File: config.mk
export PLATFORM = sky130hd
export DESIGN_NAME = uart_status_tx_flat
export DESIGN_NICKNAME = d
export VERILOG_FILES = /design/src/rtl/vectorfpga_pkg.sv /design/src/rtl/uart_status_tx_if.sv /design/src/rtl/uart_tx_serializer.sv /design/src/rtl/uart_status_tx.sv /design/src/flat_wrapper.sv
export SDC_FILE = /design/constraint.sdc
export NUM_CORES = 1
export LEC_CHECK = 0
export BUFFER_PORTS_ARGS = -buffer_cell sky130_fd_sc_hd__buf_2
export CORE_ASPECT_RATIO = 1.4
export CORE_UTILIZATION = 60
export CTS_CLUSTER_SIZE = 25
export DETAILED_ROUTE_END_ITERATION = 8
export PLACE_DENSITY_LB_ADDON = 0.3
export SETUP_SLACK_MARGIN = 0.3
export SYNTH_ARGS = -nofsm -noshare
export SYNTH_HDL_FRONTEND = slang
export SYNTH_HIERARCHICAL = 1
export SYNTH_SLANG_ARGS = --single-unit
File: constraint.sdc
create_clock -name clk -period 4.1 [get_ports clk]
set_clock_uncertainty 0.05 [all_clocks]
set_input_delay 0.82 -clock clk [delete_from_list [all_inputs] [get_ports clk]]
set_output_delay 0.82 -clock clk [all_outputs]
set_load 0.03 [all_outputs]
File: src/rtl/vectorfpga_pkg.sv
// Shared constants and types for the vector display return channel.
package vectorfpga_pkg;

    // First byte of every frame-done report.
    localparam logic [7:0] REPORT_HDR = 8'hF0;

    // Bits on the wire per UART byte: start + 8 data + stop.
    localparam int UART_FRAME_BITS = 10;

    // Report sequencer states.
    typedef enum logic [1:0] {
        ST_IDLE = 2'd0,
        ST_HDR  = 2'd1,
        ST_HI   = 2'd2,
        ST_LO   = 2'd3
    } rpt_state_e;

    // High report byte: the top three bits of the 11-bit point count.
    function automatic logic [7:0] report_hi(input logic [10:0] n);
        return {5'b0_0000, n[10:8]};
    endfunction

endpackage

File: src/rtl/uart_status_tx_if.sv
// User byte write port of the status transmitter.
interface uart_status_tx_if;
    logic [7:0] tx_byte;
    logic       tx_valid;
    logic       tx_ready;

    modport master (output tx_byte, output tx_valid, input tx_ready);
    modport slave  (input tx_byte, input tx_valid, output tx_ready);
endinterface

File: src/rtl/uart_tx_serializer.sv
// 8N1 shifter: one byte per load, each bit held CLKS_PER_BIT clocks.
// stop_end marks the final clock of the stop bit so a following byte can be
// loaded on that edge without an idle gap.
module uart_tx_serializer
    import vectorfpga_pkg::*;
#(
    parameter int CLKS_PER_BIT = 104
) (
    input  logic       clk,
    input  logic       reset,
    input  logic       load,
    input  logic [7:0] load_byte,
    output logic       tx,
    output logic       shifting,
    output logic       stop_end
);

    localparam logic [15:0] BAUD_LAST = 16'(CLKS_PER_BIT - 1);
    localparam logic [3:0]  LAST_BIT  = 4'(UART_FRAME_BITS - 1);

    logic [8:0]  shift_q, shift_d;   // {stop, d7..d0}, consumed LSB first
    logic [3:0]  bit_q, bit_d;       // 0 = start ... 9 = stop
    logic [15:0] baud_q, baud_d;
    logic        tx_q, tx_d;
    logic        shifting_q, shifting_d;
    logic        bit_end_s;

    assign bit_end_s = shifting_q && (baud_q == BAUD_LAST);
    assign stop_end  = bit_end_s && (bit_q == LAST_BIT);
    assign tx        = tx_q;
    assign shifting  = shifting_q;

    // Next-state: load a new frame, advance baud/bit counters, or idle high.
    always_comb begin
        shift_d    = shift_q;
        bit_d      = bit_q;
        baud_d     = baud_q;
        tx_d       = tx_q;
        shifting_d = shifting_q;
        if (load) begin
            shift_d    = {1'b1, load_byte};
            bit_d      = 4'd0;
            baud_d     = 16'd0;
            tx_d       = 1'b0;
            shifting_d = 1'b1;
        end else if (shifting_q) begin
            if (bit_end_s) begin
                baud_d = 16'd0;
                if (bit_q == LAST_BIT) begin
                    shifting_d = 1'b0;
                    tx_d       = 1'b1;
                end else begin
                    bit_d   = bit_q + 4'd1;
                    tx_d    = shift_q[0];
                    shift_d = {1'b1, shift_q[8:1]};
                end
            end else begin
                baud_d = baud_q + 16'd1;
            end
        end else begin
            tx_d = 1'b1;
        end
    end

    // Serializer state; reset forces the line high immediately.
    always_ff @(posedge clk or posedge reset) begin
        if (reset) begin
            shift_q    <= 9'h1FF;
            bit_q      <= 4'd0;
            baud_q     <= 16'd0;
            tx_q       <= 1'b1;
            shifting_q <= 1'b0;
        end else begin
            shift_q    <= shift_d;
            bit_q      <= bit_d;
            baud_q     <= baud_d;
            tx_q       <= tx_d;
            shifting_q <= shifting_d;
        end
    end

endmodule

File: src/rtl/uart_status_tx.sv
// UART return channel: byte FIFO shared by user bytes and 3-byte frame-done
// reports (F0, n[10:8], n[7:0]), drained by an 8N1 serializer.
module uart_status_tx
    import vectorfpga_pkg::*;
#(
    parameter int CLKS_PER_BIT = 104,
    parameter int FIFO_DEPTH   = 16
) (
    input  logic            clk,
    input  logic            reset,
    uart_status_tx_if.slave user,
    input  logic            frame_done,
    input  logic [10:0]     num_points,
    output logic            tx,
    output logic            busy,
    output logic [7:0]      dropped
);

    localparam int          AW      = $clog2(FIFO_DEPTH);
    localparam logic [AW:0] DEPTH_C = (AW + 1)'(FIFO_DEPTH);
    localparam logic [AW:0] RPT_LEN = (AW + 1)'(3);

    logic [7:0]  mem_q [FIFO_DEPTH];
    logic [AW:0] wptr_q, wptr_d, rptr_q, rptr_d;
    logic [AW:0] count_s, free_s;
    logic        full_s, empty_s, room_s;
    logic        wr_s, pop_s, user_wr_s;
    logic [7:0]  wr_data_s, rd_data_s;

    rpt_state_e  state_q, state_d;
    logic        pend_q, pend_d;
    logic [10:0] n_q, n_d;
    logic [7:0]  dropped_q, dropped_d;
    logic        rdy_q;
    logic        fsm_wr_s;
    logic [7:0]  fsm_data_s;

    logic        ser_shifting_s, ser_stop_end_s;

    assign count_s   = wptr_q - rptr_q;
    assign free_s    = DEPTH_C - count_s;
    assign full_s    = (count_s == DEPTH_C);
    assign empty_s   = (wptr_q == rptr_q);
    assign room_s    = (free_s >= RPT_LEN);
    assign rd_data_s = mem_q[rptr_q[AW-1:0]];

    // Reports own the FIFO outside IDLE and in any cycle frame_done is high.
    assign user.tx_ready = rdy_q && !full_s && (state_q == ST_IDLE)
                           && !pend_q && !frame_done;
    assign user_wr_s = user.tx_valid && user.tx_ready;
    assign wr_s      = fsm_wr_s || user_wr_s;
    assign wr_data_s = fsm_wr_s ? fsm_data_s : user.tx_byte;

    // Pop when the serializer is idle or finishing its stop bit.
    assign pop_s = !empty_s && (!ser_shifting_s || ser_stop_end_s);

    assign busy    = !empty_s || ser_shifting_s;
    assign dropped = dropped_q;

    // Report sequencer, drop counter and FIFO pointer next-state.
    always_comb begin
        state_d    = state_q;
        pend_d     = pend_q;
        n_d        = n_q;
        fsm_wr_s   = 1'b0;
        fsm_data_s = REPORT_HDR;
        dropped_d  = dropped_q;

        if (frame_done && ((state_q != ST_IDLE) || pend_q)) begin
            if (dropped_q != 8'hFF) begin
                dropped_d = dropped_q + 8'd1;
            end else begin
                dropped_d = dropped_q;
            end
        end else begin
            dropped_d = dropped_q;
        end

        case (state_q)
            ST_IDLE: begin
                if (frame_done || pend_q) begin
                    if (frame_done && !pend_q) begin
                        n_d = num_points;
                    end else begin
                        n_d = n_q;
                    end
                    if (room_s) begin
                        fsm_wr_s   = 1'b1;
                        fsm_data_s = REPORT_HDR;
                        pend_d     = 1'b0;
                        state_d    = ST_HI;
                    end else begin
                        pend_d  = 1'b1;
                        state_d = ST_HDR;
                    end
                end else begin
                    state_d = ST_IDLE;
                end
            end
            ST_HDR: begin
                if (room_s) begin
                    fsm_wr_s   = 1'b1;
                    fsm_data_s = REPORT_HDR;
                    pend_d     = 1'b0;
                    state_d    = ST_HI;
                end else begin
                    state_d = ST_HDR;
                end
            end
            ST_HI: begin
                fsm_wr_s   = 1'b1;
                fsm_data_s = report_hi(n_q);
                state_d    = ST_LO;
            end
            ST_LO: begin
                fsm_wr_s   = 1'b1;
                fsm_data_s = n_q[7:0];
                state_d    = ST_IDLE;
            end
            default: begin
                state_d = ST_IDLE;
                pend_d  = 1'b0;
            end
        endcase

        if (wr_s) begin
            wptr_d = wptr_q + (AW + 1)'(1);
        end else begin
            wptr_d = wptr_q;
        end
        if (pop_s) begin
            rptr_d = rptr_q + (AW + 1)'(1);
        end else begin
            rptr_d = rptr_q;
        end
    end

    // Control registers; reset empties the FIFO and idles the sequencer.
    always_ff @(posedge clk or posedge reset) begin
        if (reset) begin
            wptr_q    <= '0;
            rptr_q    <= '0;
            state_q   <= ST_IDLE;
            pend_q    <= 1'b0;
            n_q       <= 11'd0;
            dropped_q <= 8'd0;
            rdy_q     <= 1'b0;
        end else begin
            wptr_q    <= wptr_d;
            rptr_q    <= rptr_d;
            state_q   <= state_d;
            pend_q    <= pend_d;
            n_q       <= n_d;
            dropped_q <= dropped_d;
            rdy_q     <= 1'b1;
        end
    end

    // FIFO storage; contents are don't-care while the pointers say empty.
    always_ff @(posedge clk) begin
        if (wr_s) begin
            mem_q[wptr_q[AW-1:0]] <= wr_data_s;
        end
    end

    uart_tx_serializer #(
        .CLKS_PER_BIT (CLKS_PER_BIT)
    ) u_ser (
        .clk       (clk),
        .reset     (reset),
        .load      (pop_s),
        .load_byte (rd_data_s),
        .tx        (tx),
        .shifting  (ser_shifting_s),
        .stop_end  (ser_stop_end_s)
    );

endmodule

File: src/flat_wrapper.sv
// flat-port wrapper written by rule: the top's interface ports become plain ports
module uart_status_tx_flat import vectorfpga_pkg::*;
#(
    parameter int CLKS_PER_BIT = 104,
    parameter int FIFO_DEPTH   = 16
)
  (clk, reset, frame_done, num_points, tx, busy, dropped, user_tx_byte, user_tx_valid, user_tx_ready);
  uart_status_tx_if user_i ();
  input  logic clk;
  input  logic reset;
  input  logic frame_done;
  input  logic [10:0] num_points;
  output logic tx;
  output logic busy;
  output logic [7:0] dropped;
  input wire logic [$bits(user_i.tx_byte)-1:0] user_tx_byte;
  input wire logic [$bits(user_i.tx_valid)-1:0] user_tx_valid;
  output wire logic [$bits(user_i.tx_ready)-1:0] user_tx_ready;
  assign user_i.tx_byte = user_tx_byte;
  assign user_i.tx_valid = user_tx_valid;
  assign user_tx_ready = user_i.tx_ready;
  uart_status_tx #(.CLKS_PER_BIT(CLKS_PER_BIT), .FIFO_DEPTH(FIFO_DEPTH)) u_core (.clk(clk), .reset(reset), .user(user_i), .frame_done(frame_done), .num_points(num_points), .tx(tx), .busy(busy), .dropped(dropped));
endmodule
==> results.md, run 1 <==
- The final design area excluding fillers is 0.00948 sq mm.
- The time the final worst path needs with I/O delays and setup is 3.56 ns.
- The number of detailed-route iterations in the first pass is 5.
- IR analysis of the VDD net gives a maximum drop of 0.000688 V.
- The clock passes through at most 2 buffers.
- The clock reaches the later pin of the worst-skew pair after 0.43 ns.
- The count of input and output buffers is 33.
- At the pin with the least slew margin, the transition time is 1.15 ns.
- The total cell area at the placement stage is 0.00891 sq mm.
- The total count of hold-check failures in the final report is 0.
- The longest individual stage delay on the worst path is 0.46 ns.
- The area of the placeable core is 0.0139 sq mm.
- Registers take 0.00543 sq mm.
- The multi-input combinational cells in the finished layout cover a total of 0.00290 sq mm.
- The worst setup path is of the reg -> out kind.
- The worst hold path belongs to the class in -> async.
- The element type at the critical path start is a register.
- The total congestion overflow is 0.
- In the layout the commonest cells are sky130_fd_sc_hd__edfxtp_1, sky130_fd_sc_hd__nand2_1, sky130_fd_sc_hd__dfrtp_1.
- Synthesis instantiated 63 different standard cells from the library.
- The number of antenna violations at the first check in global routing is 0.
- The area growth from synthesis to layout is 11.4%.
- The combined buffer and inverter count along the critical path is 3.
- After synthesis the netlist holds a flip-flop and latch count of 191.
- The type of destination of the critical path is an output port.
- The average size of a mapped cell is 14.9 sq um.
- Sequential elements use 63.8% of the synthesized area.
- The floorplan step defined a die boundary enclosing 0.0147 sq mm.
- The clock root buffer is sky130_fd_sc_hd__clkbuf_16.
- The number of gates resized after CTS was 0.
- Across all layers, the routed design uses 5083 vias.
- The flow ran to the end, and the final reports show no timing, DRC or antenna violations.
- Counting flops with an async set or reset pin after synthesis yields a share of 33.0%.
- The total nets after synthesis is 613.
- The number of enable-type register cells in the synthesized netlist is 128.
- The sink count of the clock tree is 191.
- The final hold slack is 0.438 ns.
- Cells with a size suffix above 1 make up 24.3% of the layout.
- The starting utilization of the core area is 61.2%.
- The count of inserted antenna diode cells is 0.
- The I/O pin count is 34.
- For this run, the number of Yosys warnings is 6.
- The leading register cell type out of synthesis is sky130_fd_sc_hd__edfxtp_1.
- The via count of the first global-routing pass is 5204.
- Buffers inserted to repair hold after CTS numbered 0.
- In this run the power density over the cells is 836 mW/mm^2.
- The H-tree was split into 4 levels.
- At the end of the flow, the number of nets in the layout was 656.
- The pin count of the biggest net entering global routing is 36.
- The global routing usage summed across all routing layers is 26.7%.
- Synthesis handed over a netlist of 573 instances.
- The floorplan has 51 rows.
- Derived from the worst setup path, the maximum achievable clock frequency is 281 MHz.
- The end-of-flow core utilization is 68.2%.
- The critical path's slowest cell is sky130_fd_sc_hd__ha_1.
- In this run the static leakage power is 3.67 nW.
- The half-perimeter wire length of the detailed placement result is 11900 microns.
- Dividing the detail-routed wire length by the instance count gives 21.9 microns.
- The number of setup violations in the final report is 0.
- Once detail routing completed, the nets flagged for antenna violations numbered 0.
- The synthesized area is 0.00852 sq mm.
- The number of maximum-capacitance violations is 0.
- The first global-routing pass estimated 28000 microns of wire.
- Measured against its own limit, the worst slew margin works out to 23.4%.
- TritonCTS built the clock tree.
- The congestion estimate from routability-driven global placement came to 0.881.
- The number of DRC markers in iteration 0 is 478.
- The worst endpoint data arrival time is 2.69 ns.
- Grouping stages by cell kind, the critical path spends the most delay in adder cells.
- The post-route fraction of the period consumed by the critical path is 86.9%.
- Setup repair after global routing left no endpoint under its margin.
- Leaving out fill and tap cells, the most frequent cell in the layout is sky130_fd_sc_hd__edfxtp_1.
- The detailed-route vias per instance is 6.24.
- For the worst setup path, the data required time is 3.23 ns.
- The routed design has 17800 microns of wire.
- In this run, CTS created clock tree buffers numbering 17.
- Along the worst path, the maximum fanout reaches 9.
- The width of the chip is 103 microns.
- The placed instance count is 782.
- The final total negative setup slack is 0 ns.
- The number of setup buffers added after CTS is 0.
- The post-detailed-route DRC marker count is 0.
- Clock-pin slew was measured on the worst setup and hold paths at 0.07 ns.
- Walking the worst path, the cells encountered are clkinv_1, ha_1, o2bb2ai_1, xor2_1, and3_1, ha_1, inv_1, and3_1, buf_2.
- The final count of pins violating max slew is 0.
- The filler cells instantiated in the layout total 967.
- For this run, the number of standard cells in the final layout without fillers is 814.
- The y dimension of the die is 143 microns.
-- kinds of logic (layout without fill, tap and decap cells) --
logic type	after synthesis	after routing	synth area share, %
adder cells (fa/ha/maj)	17	17	2.59
multiplexers	63	63	12.5
AND/OR/NAND/NOR	175	175	10.9
XOR/XNOR	24	24	2.81
AO/OA/AOI/OAI	58	58	5.05
flip-flops	191	191	63.8
buffers and inverters	44	100	2.31
other	1	1	0.0440
-- worst reg2reg max path: cells and delay by family (launching register included) --
kind                       cells  cell delay [ns]
DFF                            1             0.35
buffers and inverters          1             0.27
adders and majority gates      2             0.64
and+or+nand+nor                4             1.02
xor gates and xnor gates       1             0.11
AOI/OAI and AO/OA              2             0.75
-- stage by stage --
step	total power, mW	setup slack [ns]
after floorplan	5.37	0.471
after global placement	6.22	0.754
after detailed placement	6.33	0.655
after CTS	7.94	0.551
after global routing	8.30	0.348
final	7.93	0.536
-- where the power goes --
part | leakage (nW) | internal [mW] | switching, mW
Sequential | 1.95 | 2.97 | 0.329
Clock | 0.272 | 0.808 | 0.766
Combinational | 1.45 | 1.22 | 1.84
-- per-layer routing --
layer  vias to the layer above  global-route usage, %  routed length [microns]
met2                       241                   46.8                     9750
met1                      2537                   31.7                     6450
met3                        48                   5.63                     1150
met4                         0                   10.7                      467
met5                         -                      0                        0
li1                       2257                      -                        -
-- synth_stat cells, drive strengths merged, types with 3 or more instances --
library cell	count	share of area [%]
a211oi	3	0.32
nand3b	3	0.26
and2	6	0.44
nor4b	3	0.38
nor2	19	0.87
dfstp	9	2.8
nand2b	5	0.37
nor3	8	0.53
nor2b	5	0.37
buf	15	1.0
clkbuf	7	0.32
mux4	32	8.5
mux2i	4	0.47
xnor2	11	1.1
a22oi	4	0.35
nand3	17	1.1
a31oi	10	0.73
edfxtp	128	45
a211o	3	0.31
nand4	12	0.88
mux2	27	3.6
a21o	7	0.62
ha	16	2.4
xor2	11	1.1
nand2	55	2.4
a21oi	7	0.54
o21ai	9	0.53
o31ai	3	0.26
o2bb2ai	4	0.41
inv	20	0.88
and3	31	2.3
or3	5	0.37
dfrtp	54	16
-- layout make-up --
| class | count | share of cell area, % |
|---|---|---|
| clock buffer | 17 | 4.49 |
| sequential | 191 | 57.3 |
| multi-input combinational | 338 | 30.6 |
| clock inverter | 15 | 1.58 |
| tap | 185 | 2.44 |
| timing repair buffer | 46 | 2.77 |
| inverter | 22 | 0.871 |
-- flip-flops by register name, indices dropped and copies added, names as in the netlist --
register	cells
u_core/rptr_q	5
u_core/dropped	8
u_core/n_q	11
u_core/mem_q	128
u_core/u_ser/baud_q	16
u_core/rdy_q	1
u_core/u_ser/tx	1
u_core/u_ser/shifting	1
u_core/pend_q	1
u_core/u_ser/bit_q	4
u_core/state_q	2
u_core/u_ser/shift_q	8
u_core/wptr_q	5
-- worst paths after layout --
path	start	to	slack [ns]	cells past startpoint
min in group clk	u_core/dropped[5]	u_core/dropped[5]	0.44	1
max reg2reg	u_core/rptr_q[2]	u_core/mem_q[3][4]	0.56	10
min	reset	u_core/rptr_q[4]	0.44	3
min reg2reg	u_core/dropped[5]	u_core/dropped[5]	0.44	1
max in group asynchronous	reset	u_core/u_ser/bit_q[1]	2.67	2
max	u_core/rptr_q[2]	user_tx_ready	0.54	9
Power figures use the tool's default switching activity.
==> run 2, diff against run 1 <==
- CAP_MARGIN: default -> 10
- CORE_UTILIZATION: 60 -> 40
- SYNTH_HIERARCHICAL: 1 -> default
==> run 2 against run 1 <==
Net effect: first-iteration DRC count down 34%; sequential cell count is the same; clock power rose by 5%; synthesized area shrank 2.9%; fmax down 2.2%; sequential share of layout area shrank 0.35 points; die area up 45%; hold slack worse by 0.0017 ns; critical endpoint is now u_core.mem_q[11][4]; largest power group unchanged.
==> results.md, run 2 <==
- The part of the total power dissipated in sequential elements is 45.9%.
- The synthesized netlist occupies a cell area of 0.00827 sq mm.
- The wire length of the first global-routing pass is 27100 microns.
- Port buffering added 33 buffers.
- The flip-flop count of the largest register, all copies and words added is 128.
- The layout cell share with drive strength beyond 1 is 28.2%.
- The highest net fanout along the worst path is 8.
- The synthesis warning total is 0.
- The die is 124 microns wide.
- In this run, synthesis inferred 128 flip-flops with an integrated enable.
- The switching share of power is 31.2%.
- The via total after detailed routing is 4752.
- The design internal power is 4.49 mW.
- The number of nets handed over by synthesis was 594.
- The total congestion overflow is 0.
- By area the synthesized netlist is led by sky130_fd_sc_hd__edfxtp_1, sky130_fd_sc_hd__dfrtp_1, sky130_fd_sc_hd__mux4_2.
- The run finished with clean final reports.
- The worst endpoint data arrival time is 3.76 ns.
- For the worst setup path, the data required time is 4.22 ns.
- The first detailed-routing pass ran for 5 iterations.
- The number of antenna violations at the first check in global routing is 0.
- The total wirelength of the detailed-routed design is 17300 microns.
- Summing all multi-input logic gate instances after layout gives 0.00279 sq mm.
- Dividing the final minimum period by the clock period gives 88.9%.
- The clock drives 191 sinks.
- Row generation in the floorplan step produced 61 rows.
- Counting the fill cells in the layout gives 1715.
- Sequential elements use 65.7% of the synthesized area.
- The peak supply drop is 0.000501 V.
- Per report_power, the combinational group accounts for 28.8% of the total.
- The area enclosed by the die boundary is 0.0213 sq mm.
- The average size of a mapped cell is 14.9 sq um.
- The clock tree from TritonCTS is built.
- The clock latency at the later pin of the worst-skew pair is 0.43 ns.
- In this run, CTS created clock tree buffers numbering 17.
- The transition time at the pin with the least slew margin is 1.07 ns.
- The async set-or-reset flop fraction in the synthesized netlist is 33.0%.
- Setup repair after global routing left no endpoint under its margin.
- In this run the remaining antenna-violating nets after routing total 0.
- The number of maximum-capacitance violations is 0.
- The clock-pin transition on the worst setup and hold timing paths is 0.07 ns.
- After detailed routing, the number of vias per cell comes to 5.46.
- The clock root buffer is sky130_fd_sc_hd__clkbuf_16.
- The post-detailed-route DRC marker count is 0.
- Leaving out fill and tap cells, the most frequent cells in the layout are sky130_fd_sc_hd__edfxtp_1, sky130_fd_sc_hd__nand2_1, sky130_fd_sc_hd__dfrtp_1.
- The worst path needs 3.64 ns of the cycle, external delays included.
- The static leakage power is 3.63 nW.
- Entering global routing, the biggest net connects 38 pins.
- The most frequent cell after synthesis is sky130_fd_sc_hd__edfxtp_1.
- The final total negative setup slack is 0 ns.
- The I/O pin count is 34.
- The half-perimeter wire length of the detailed placement result is 11800 microns.
- The most used flip-flop cell after synthesis is sky130_fd_sc_hd__edfxtp_1.
- For this design the total switching power over the nets is 2.03 mW.
- The number of hold buffers added after CTS is 0.
- For this block, the initial DRC count from the detailed router was 314.
- Registers take 0.00543 sq mm.
- Once routing completed, OpenROAD measured the worst setup slack at 0.457 ns.
- The area fraction of the dominant cell type after synthesis is 46.5%.
- The number of antenna diodes in the final layout is 0.
- The area of the placeable core is 0.0201 sq mm.
- Yosys mapped the design onto 57 distinct sky130hd cell types.
- CTS built an H-tree with a depth of 4.
- The worst hold path belongs to the class reg -> reg.
- The overall power consumption is 6.52 mW.
- The total number of nets in the final design is 645.
- Dividing total power by cell area gives a power density of 684 mW/mm^2.
- The final estimated routing congestion in global placement is 0.807.
- The synthesized design contains 191 register bits.
- Leaving out fill and tap cells, the most frequent cell in the layout is sky130_fd_sc_hd__edfxtp_1.
- Measured against its own limit, the worst slew margin works out to 28.7%.
- The clock network is responsible for 25.3% of the overall power.
- Static timing analysis puts the maximum clock frequency at 274 MHz.
- The starting utilization of the core area is 41.2%.
- The worst setup path is launched from a register.
- The class of the most critical setup path is reg -> reg.
- The number of instances in the synthesized netlist is 554.
- The y dimension of the die is 172 microns.
- The number of setup violations in the final report is 0.
- The total count of hold-check failures in the final report is 0.
- The worst slack at placement is 0.345 ns.
- The via count of the first global-routing pass came to 4842.
- The largest total area in the synthesized netlist belongs to sky130_fd_sc_hd__edfxtp_1.
- The type of destination of the critical path is a register.
- The final count of pins violating max slew is 0.
- The global routing usage summed across all routing layers is 17.4%.
- The synthesis-to-layout area growth is 15.4%.
- The clock passes through at most 2 buffers.
- The routed length per placed instance is 19.9 microns.
- By count the netlist is led by sky130_fd_sc_hd__edfxtp_1, sky130_fd_sc_hd__nand2_1, sky130_fd_sc_hd__dfrtp_1.
==> run 2: cell types whose count changed after synthesis, moves of 6 or more <==
cell / change
sky130_fd_sc_hd__nand2_1: +7
sky130_fd_sc_hd__mux2_2: -6
sky130_fd_sc_hd__o22ai_1: +6
sky130_fd_sc_hd__clkbuf_1: +7
sky130_fd_sc_hd__nand4_1: -6
sky130_fd_sc_hd__inv_1: -8
sky130_fd_sc_hd__a21oi_1: +7
sky130_fd_sc_hd__o21ai_0: +14
sky130_fd_sc_hd__mux2_1: -6
==> run 2: kinds of logic after synthesis <==
family | count (synthesis) | synth area share [%]
flip-flops | 191 | 65.7
AND/OR/NAND/NOR | 158 | 9.58
XOR/XNOR | 26 | 2.75
other | 1 | 0.0454
adder cells (fa/ha/maj) | 17 | 2.66
buffers and inverters | 35 | 1.83
AO/OA/AOI/OAI | 75 | 5.98
multiplexers | 51 | 11.5
==> run 2: power by group through the flow <==
stage          logic [mW]  registers, mW  clock network [mW]
4_1_cts              1.65           3.00                1.67
3_3_place_gp         1.59           3.02                   0
3_5_place_dp         1.65           3.03                   0
2_1_floorplan        1.06           2.99                   0
5_1_grt              2.03           3.04                1.75
6_report             1.88           2.99                1.65
==> run 2: metal layers <==
| metal | track usage [%] | part of all wire (%) |
|---|---|---|
| met5 | 0 | 0 |
| met4 | 5.61 | 1.8 |
| met2 | 31.4 | 54 |
| met1 | 20.7 | 41 |
| met3 | 3.07 | 3.7 |
==> run 2: final timing paths <==
| kind | startpoint | slack [ns] | cells past startpoint | endpoint |
|---|---|---|---|---|
| worst max register to register | u_core.wptr_q[0] | 0.46 | 13 | u_core.mem_q[11][4] |
| max in group asynchronous | reset | 2.63 | 3 | u_core.wptr_q[0] |
| min in group asynchronous | reset | 0.47 | 2 | u_core.u_ser.baud_q[8] |
| worst min register to register | u_core.u_ser.shift_q[6] | 0.44 | 2 | u_core.u_ser.shift_q[6] |
| worst min-delay path | u_core.u_ser.shift_q[6] | 0.44 | 2 | u_core.u_ser.shift_q[6] |
| worst max-delay path | u_core.wptr_q[0] | 0.46 | 13 | u_core.mem_q[11][4] |
==> run 2: critical path, cell delays in order (launching register included) <==
cell and delay [ns]:
sky130_fd_sc_hd__dfrtp_1 0.41, sky130_fd_sc_hd__inv_2 0.09, sky130_fd_sc_hd__ha_2 0.19, sky130_fd_sc_hd__fa_2 0.59, sky130_fd_sc_hd__ha_4 0.14, sky130_fd_sc_hd__nand2_1 0.06
sky130_fd_sc_hd__nor2_1 0.10, sky130_fd_sc_hd__ha_1 0.25, sky130_fd_sc_hd__or4_4 0.55, sky130_fd_sc_hd__o211ai_4 0.33, sky130_fd_sc_hd__buf_6 0.15, sky130_fd_sc_hd__nand2b_4 0.06
sky130_fd_sc_hd__a2bb2oi_1 0.18, sky130_fd_sc_hd__buf_4 0.23
==> run 2: area by class of cell <==
cell class                      count  share of cell area (%)
Tap cell                          252                    3.30
Sequential cell                   191                    56.9
Clock buffer                       23                    5.60
Multi-Input combinational cell    328                    29.3
Clock inverter                      9                   0.656
Timing Repair Buffer               53                    3.67
Inverter                           14                   0.564
==> run 2: what timing repair did <==
| item | in CTS | in global routing |
|---|---|---|
| endpoints found under the setup margin | 0 | 257 |
| buffers inserted | 0 | 5 |
| resized for setup | 0 | 48 |
==> run 2: stage by stage <==
| step | util [%] | hold slack [ns] | instance area, sq um | cells |
|---|---|---|---|---|
| 6_report | 47.5 | 0.436 | 9540 | 870 |
| 5_1_grt | 47.5 | 0.455 | 9540 | 870 |
| 4_1_cts | 46.6 | 0.438 | 9360 | 864 |
| 3_5_place_dp | 43.6 | 0.425 | 8760 | 832 |
| 3_3_place_gp | 43.6 | 0.418 | 8760 | 832 |
| 2_1_floorplan | - | 0.396 | 8270 | 554 |
